===== config.mk =====
export PLATFORM = sky130hd
export DESIGN_NAME = branch_pc_unit
export DESIGN_NICKNAME = d
export VERILOG_FILES = /design/src/rtl/branch_pc_unit_pkg.sv /design/src/rtl/npc_target_calc.sv /design/src/rtl/branch_pc_unit.sv
export SDC_FILE = /design/constraint.sdc
export NUM_CORES = 1
export LEC_CHECK = 0
export CORE_MARGIN = 4
export CORE_UTILIZATION = 50
export DETAILED_ROUTE_END_ITERATION = 8
export HOLD_SLACK_MARGIN = 0.15
export PLACE_DENSITY = 0.8
export REMOVE_ABC_BUFFERS = 1
export SETUP_SLACK_MARGIN = 0.4
export SYNTH_ARGS = -nofsm -noshare
export SYNTH_HDL_FRONTEND = slang
export SYNTH_SLANG_ARGS = --single-unit

===== constraint.sdc =====
create_clock -name clk -period 7 [get_ports clk]
set_input_delay 2.1 -clock clk [delete_from_list [all_inputs] [get_ports clk]]
set_output_delay 2.1 -clock clk [all_outputs]
set_load 0.005 [all_outputs]

===== src/rtl/branch_pc_unit_pkg.sv =====
// Shared constants and FSM encoding for the fetch-PC / next-PC selector.
package branch_pc_unit_pkg;
  typedef enum logic {IDLE = 1'b0, PENDING = 1'b1} pc_state_e;

  localparam logic [31:0] RESET_PC_DEF = 32'h0000_3000;
  localparam logic [31:0] PC_STEP      = 32'd4;
endpackage


===== src/rtl/npc_target_calc.sv =====
// Combinational br/j/jr target computation with jr > jump > branch priority.
module npc_target_calc
  import branch_pc_unit_pkg::*;
(
  input  logic [31:0] pc_id,
  input  logic        branch,
  input  logic        branch_used,
  input  logic [15:0] imm16,
  input  logic        jump,
  input  logic [25:0] instr_index,
  input  logic        jr,
  input  logic [31:0] rs_val,
  output logic        take,
  output logic [31:0] target
);
  logic [31:0] pc_plus4, br_tgt, j_tgt;

  assign pc_plus4 = pc_id + PC_STEP;
  assign br_tgt   = pc_plus4 + {{14{imm16[15]}}, imm16, 2'b00};
  // Jump region comes from the delay-slot PC, not the jump's own PC.
  assign j_tgt    = {pc_plus4[31:28], instr_index, 2'b00};
  assign take     = jr | jump | (branch & branch_used);

  always_comb begin
    target = br_tgt;
    if (jr)        target = rs_val;
    else if (jump) target = j_tgt;
  end
endmodule


===== src/rtl/branch_pc_unit.sv =====
// Fetch-PC register with redirect selection; parks a redirect while fetch is held.
module branch_pc_unit
  import branch_pc_unit_pkg::*;
#(
  parameter logic [31:0] RESET_PC   = RESET_PC_DEF,
  parameter int          DELAY_SLOT = 1,
  parameter int          CNT_W      = 16
) (
  input  logic             clk,
  input  logic             reset,
  input  logic             id_stall_i,
  input  logic             if_hold_i,
  input  logic [31:0]      pc_id_i,
  input  logic             branch_i,
  input  logic             branch_used_i,
  input  logic [15:0]      imm16_i,
  input  logic             jump_i,
  input  logic [25:0]      instr_index_i,
  input  logic             jr_i,
  input  logic [31:0]      rs_val_i,
  output logic [31:0]      pc_if_o,
  output logic             redirect_o,
  output logic             flush_id_o,
  output logic             pending_o,
  output logic [CNT_W-1:0] taken_cnt_o
);
  pc_state_e   state, state_nxt;
  logic [31:0] pc_q, pc_nxt, tgt_q, tgt_nxt, target;
  logic        take, decision, apply;
  logic [CNT_W-1:0] cnt_q;

  npc_target_calc u_calc (
    .pc_id       (pc_id_i),
    .branch      (branch_i),
    .branch_used (branch_used_i),
    .imm16       (imm16_i),
    .jump        (jump_i),
    .instr_index (instr_index_i),
    .jr          (jr_i),
    .rs_val      (rs_val_i),
    .take        (take),
    .target      (target)
  );

  assign decision = !id_stall_i && take;

  always_comb begin
    state_nxt = state;
    pc_nxt    = pc_q;
    tgt_nxt   = tgt_q;
    apply     = 1'b0;
    case (state)
      IDLE: begin
        if (decision) begin
          if (if_hold_i) begin
            tgt_nxt   = target;
            state_nxt = PENDING;
          end else begin
            pc_nxt = target;
            apply  = 1'b1;
          end
        end else if (!id_stall_i && !if_hold_i) begin
          pc_nxt = pc_q + PC_STEP;
        end
      end
      PENDING: begin
        // A parked redirect wins over whatever ID is showing now, stalled or not.
        if (!if_hold_i) begin
          pc_nxt    = tgt_q;
          apply     = 1'b1;
          state_nxt = IDLE;
        end
      end
      default: state_nxt = IDLE;
    endcase
  end

  always_ff @(posedge clk or posedge reset) begin
    if (reset) begin
      state      <= IDLE;
      pc_q       <= RESET_PC;
      tgt_q      <= '0;
      redirect_o <= 1'b0;
      flush_id_o <= 1'b0;
      cnt_q      <= '0;
    end else begin
      state      <= state_nxt;
      pc_q       <= pc_nxt;
      tgt_q      <= tgt_nxt;
      redirect_o <= apply;
      flush_id_o <= (DELAY_SLOT == 0) ? apply : 1'b0;
      if (apply && cnt_q != '1) cnt_q <= cnt_q + CNT_W'(1);
    end
  end

  assign pc_if_o     = pc_q;
  assign pending_o   = (state == PENDING);
  assign taken_cnt_o = cnt_q;
endmodule

==> summary.md <==
| Metric | Value |
|---|---|
| Clock transition at path regs | `0.06 ns` |
| Async SR Flop Fraction | `1.00` |
| Clock root cell | `clkbuf_16` |
| Worst EP required | `7.20 ns` |
| Vias in the first global route | `6891` |
| Yosys reg bits | `82` |
| Total CTS buffers | `9` |
| Die footprint | `0.0163 mm2` |
| Slowest cell delay on critical path | `0.56 ns` |
| Outcome | `completed` |
| DR DRC count | `0` |
| Post-synthesis sequential area ratio | `0.287` |
| Worst R2R Setup Slack | `4.15 ns` |
| Crit path max-delay family | `simple AND/OR/NAND/NOR gates` |
| Power Total | `1.93 mW` |
| Crit start category | `input port` |
| Width of the die | `128 um` |
| WP buf/inv | `1` |
| Synth area leader | `dfrtp_1` |
| Critical path data arrival time | `5.99 ns` |
| Post-synthesis cell type count | `76` |
| Setup Viol. Count Final | `0` |
| Drt total wl | `22400 um` |
| Pin count of the biggest net entering global routing | `46` |
| RSZ-0062 raised after global routing | `no` |
| Worst skew pair latency | `0.33 ns` |
| Number of top-level pins | `165` |
| Hold Fails Final Rpt | `0` |
| Syn. warnings | `0` |
| Worst vdd ir | `0.129 mV` |
| GRT overflow | `0` |
| Max Fclk | `173 MHz` |
| Total of max-cap violations | `0` |
| GPL Wtd Cong | `0.948` |
| Hold WC Path Type | `reg -> reg` |
| CTS Sinks | `82` |
| Initial Util | `0.514` |
| Least-Margin Pin Slew | `0.995 ns` |
| Postcts setup bufs | `0` |
| HPWL after DPL | `16900 um` |
| DRT antenna net count | `0` |
| IO buf count | `163` |
| Syn avg cell area | `7.87 um2` |
| Endpoint class of the critical path | `register` |
| PwrDens | `210 mW/mm2` |
| Total number of vias | `7521` |
| Top_reg_cell synth | `dfrtp_1` |
| Initial antenna violation count | `0` |
| Hold_buf cts | `0` |
| Setup TNS | `0 ns` |
| Most frequent cell after synthesis | `nand2_1` |
| Synth area leaders | `dfrtp_1 28%, ha_1 6.5%, xnor2_1 6.1%` |
| # rows | `43` |
| CTS H-tree depth | `3` |
| Number of flops mapped to enable cells by yosys | `0` |
| Filler cells | `1182` |
| Top post-synthesis cells by count | `116 x nand2_1, 80 x dfrtp_1, 79 x a21oi_1, 73 x o21ai_0, 59 x nor2_1` |
| Critical path type | `in -> reg` |
| Clock Skew | `0.00325 ns` |
| Cts repair resizes | `0` |
| Core area | `0.0139 mm2` |
| # diodes | `0` |
| Area Overhead vs Synth | `28.5%` |
| Detailed router's first-iteration violation count | `635` |
| Synth Cell Area | `0.00716 mm2` |
| Ratio of final minimum period to clock period | `0.828` |
| Relative max-transition margin | `0.336` |
| Crit path max fanout | `6` |
| Layout Nets | `1192` |
| Die height | `128 um` |
| CTS tree | `yes` |
| Total iterations of the first detailed-routing run | `6` |
| Min Tclk post-route | `5.79 ns` |
| Leakage | `3.75 nW` |
| Synth Instances | `909` |
| Overall Global Routing Usage | `0.270` |
| Drt via density | `6.14` |
| First-pass GRT wire length | `35800 um` |
| Share of the synthesized area in the top cell type | `0.280` |
| Worst-case clock buffer depth | `2` |
| Max Slew Vio Count | `0` |
| Cell Chain, Critical Path | `clkdlybuf4s50_1 -> and4_1 -> and4_1 -> nand3_2 -> nor2_1 -> nand3_1 -> xnor2_1 -> ha_1 -> nand2_1 -> nor2_1 -> nand2_1 -> a211oi_2 -> o21ai_1 -> or4_1 -> o211ai_1 -> o211ai_1` |
| DR WL/cell | `18.3 um` |
| Share of cells above drive strength 1 | `0.0612` |
| CP max stage cell | `clkdlybuf4s50_1` |
==> layer usage <==
| metal | up-vias | track usage | share of wire |
|---|---|---|---|
| met5 | - | 0 | 0 |
| li1 | 3629 | - | - |
| met2 | 333 | 0.425 | 0.46 |
| met4 | 0 | 0.0993 | 0.025 |
| met1 | 3517 | 0.393 | 0.44 |
| met3 | 42 | 0.0175 | 0.073 |
==> kinds of logic after synthesis <==
family          synth area share
other cells             0.000524
compound gates             0.262
flops                      0.287
xor+xnor                  0.0856
mux                       0.0191
simple gates               0.238
fa+ha+maj                 0.0675
buf+inv                   0.0402
==> worst register-to-register path: stages (launching register included) <==
cell      delay (ns)
dfrtp_1         0.36
buf_4           0.37
inv_1           0.37
a21oi_1         0.63
buf_4           0.37
nand2_1         0.17
o311ai_0        0.38
a31o_2          0.15
==> stage by stage <==
step	instances	hold slack, ns	setup WS, ns	util	cell area [um2]
floorplan	854	0.439	1.98	-	6930
global placement	1209	0.453	1.05	0.637	8870
detailed placement	1209	0.462	0.914	0.637	8870
CTS	1225	0.477	1.27	0.660	9200
global route	1225	0.503	0.895	0.660	9200
finish	1225	0.479	1.21	0.660	9200
==> flip-flops by register name, indices dropped and copies added, names as in the netlist <==
register	count
redirect_o	1
pending_o	1
taken_cnt_o	16
tgt_q	32
pc_if_o	32
==> layout make-up <==
class                   instances  area, um2  share of cell area
multi-input cells             757       4820               0.524
flip-flops and latches         82       2050               0.223
clock inverters                 5       77.6             0.00844
well taps                     180        225              0.0245
clock buffers                  11        243              0.0264
repair buffers                175       1720               0.187
inverters                      15       57.6             0.00626
==> layout by cell type, fill, tap and decap left out, types with 12 or more instances in the layout <==
cell type / n
ha_1: 37
a21oi_1: 79
dfrtp_1: 80
inv_1: 14
xor2_1: 20
a21o_1: 21
xnor2_1: 50
nand2_1: 116
nor3_1: 20
and3_1: 18
clkdlybuf4s50_1: 163
nand3_1: 50
o21ai_0: 73
nor2_1: 59
nand4_1: 25
buf_4: 12
==> path summary, 6_finish.rpt <==
path                                       start                      end  cells past startpoint
max                                   pc_id_i[8]  pc_if_o[29]$_DFFE_PP0P_                     16
min                        tgt_q[13]$_DFFE_PP0P_    tgt_q[13]$_DFFE_PP0P_                      2
max reg2reg                  pending_o$_DFF_PP0_  pc_if_o[21]$_DFFE_PP0P_                      7
min reg2reg                tgt_q[13]$_DFFE_PP0P_    tgt_q[13]$_DFFE_PP0P_                      2
max in group asynchronous                  reset  pc_if_o[26]$_DFFE_PP0P_                      3
min in group asynchronous                  reset   pc_if_o[6]$_DFFE_PP0P_                      2
==> where the power goes <==
group	switching [mW]	internal [mW]	total, mW	leakage (nW)
clock network	0.184	0.321	0.505	0.156
logic	0.342	0.374	0.716	2.57
registers	0.127	0.585	0.711	1.02
total	0.653	1.28	1.93	3.75
No activity file was read; power rests on OpenSTA's default activity.
==> variant, RTL diff (same settings) <==
Reset style: synchronous (`reset`), changed in one clocked block.
--- a/src/rtl/branch_pc_unit.sv
+++ b/src/rtl/branch_pc_unit.sv
@@ -76,5 +76,5 @@
   end
 
-  always_ff @(posedge clk or posedge reset) begin
+  always_ff @(posedge clk) begin
     if (reset) begin
       state      <= IDLE;
Check against the original RTL: differs if reset is asserted again (counterexample within 4 cycles, from zero or initial values and one cycle with reset high); with reset held inactive, the same outputs for 4 cycles.
==> variant against the original RTL <==
Worst hold slack got worse by 0.025 ns. Total power fell by 25%. Largest power group is now sequential cells. Synthesized area fell by 2.0%. Cell area is 2.0% lower. Setup slack got worse by 0.30 ns. Sequential cell count unchanged. Clock power decreased by 8.5%. Highest routed layer unchanged. Sequential share of layout area fell by 4.1 points. Wire length decreased by 1.2%. Critical path type unchanged. Combinational power down 34%.
==> variant: results (changes against the original RTL) <==
| Metric | Value |
|---|---|
| Status | finished, final reports clean |
| Global Route Usage Sum | 26.58% (-0.40 points) |
| Drt first pass iters | 5 (-1) |
| Num sequential | 82 (unchanged) |
| Clk power | 462 µW (-8.5%) |
| Post-synth top cells | 115 x nor2_1, 101 x nand2_1, 84 x a21oi_1 |
| Buffer share of cell area | 18.89% (+0.17 points) |
| Post-synthesis mux area share | 0.8559% (-1.0 points) |
| Vias per cell | 5.900 (-3.9%) |
| Multi-input combinational cell count | 807 (+6.6%) |
| Initial DRC Count | 592 (-6.8%) |
| Synth top area cells | dfxtp_1 23%, ha_1 6.6%, nor2_1 6.2% |
| Post-synthesis adder-cell area fraction | 6.883% (+0.14 points) |
| Fill count | 1262 (+6.8%) |
| Sequential area share after synthesis | 23.40% (-5.3 points) |
| Sequential Power Share | 35.8% (-1.0 points) |
| Cell variety after synth | 68 (-11%) |
| GR Util met2 | 45.14% (+2.7 points) |
| # clk buffers | 10 (-1) |
| RD Place Congestion | 0.9069 (-4.4%) |
| Clock-cell share of area | 3.181% (-0.30 points) |
| First-pass GRT wire length | 35330 µm (-1.4%) |
| Clock skew | 0.003813 ns (+0.0005682 ns) |
| Met2 wire length | 10430 µm (+1.2%) |
| M3 GR Usage | 2.821% (+1.1 points) |
| Post-Synth XOR/XNOR Area | 10.36% (+1.8 points) |
| Data arrival time of the critical path | 6.29 ns (+0.30 ns) |
| Layout cell share with drive strength beyond 1 | 3.633% (-2.5 points) |
| Largest net degree at the start of global routing | 51 (+11%) |
| Post-DP HPWL | 16780 µm (-0.70%) |
| Post-Place Cell Area | 0.008721 mm² (-1.7%) |
| Critical-path maximum fanout | 7 (+1) |
| Complex-gate fraction of the synthesized area | 27.10% (+0.92 points) |
| P_leak | 0.003346 µW (-11%) |
| Slew headroom | 25.63% (-7.9 points) |
| Vias in the first global route | 7061 (+2.5%) |
| Final net count | 1248 (+4.7%) |
| Post-route core utilization | 65.14% (-0.84 points) |
| Seq/total area | 18.22% (-4.1 points) |
| Inverters | 23 (+8) |
| DR WL met3 | 1719 µm (+6.0%) |
| P_int | 985.9 µW (-23%) |
| VDD IR max | 0.09195 mV (-29%) |
| Wl on met1 | 9534 µm (-3.5%) |
| Clk pwr share | 31.8% (+5.7 points) |
[variant: cell types whose count changed after synthesis, sizes merged, moves of 15 or more]
cell	change
nor2	+57
o21ai	-35
a211oi	+15
dfxtp	+82
nand2	-15
dfrtp	-80
nor3	+15
[variant: per-stage QoR]
step | setup slack [ns] | instances
final | 0.9039 | 1281
after CTS | 0.9192 | 1281
after global routing | 0.6779 | 1281
after floorplan | 1.476 | 912
after global placement | 0.6632 | 1265
after detailed placement | 0.5708 | 1265
[variant: worst paths after layout]
check | startpoint | end | depth (start not counted) | slack, ns
setup reg to reg | pending_o$_SDFF_PP0_ | pc_if_o[25]$_SDFFE_PP0P_ | 7 | 3.90
hold / removal | tgt_q[21]$_SDFFE_PP0P_ | tgt_q[21]$_SDFFE_PP0P_ | 2 | 0.45
hold reg to reg | tgt_q[21]$_SDFFE_PP0P_ | tgt_q[21]$_SDFFE_PP0P_ | 2 | 0.45
setup / recovery | pc_id_i[8] | pc_if_o[31]$_SDFFE_PP0P_ | 16 | 0.90
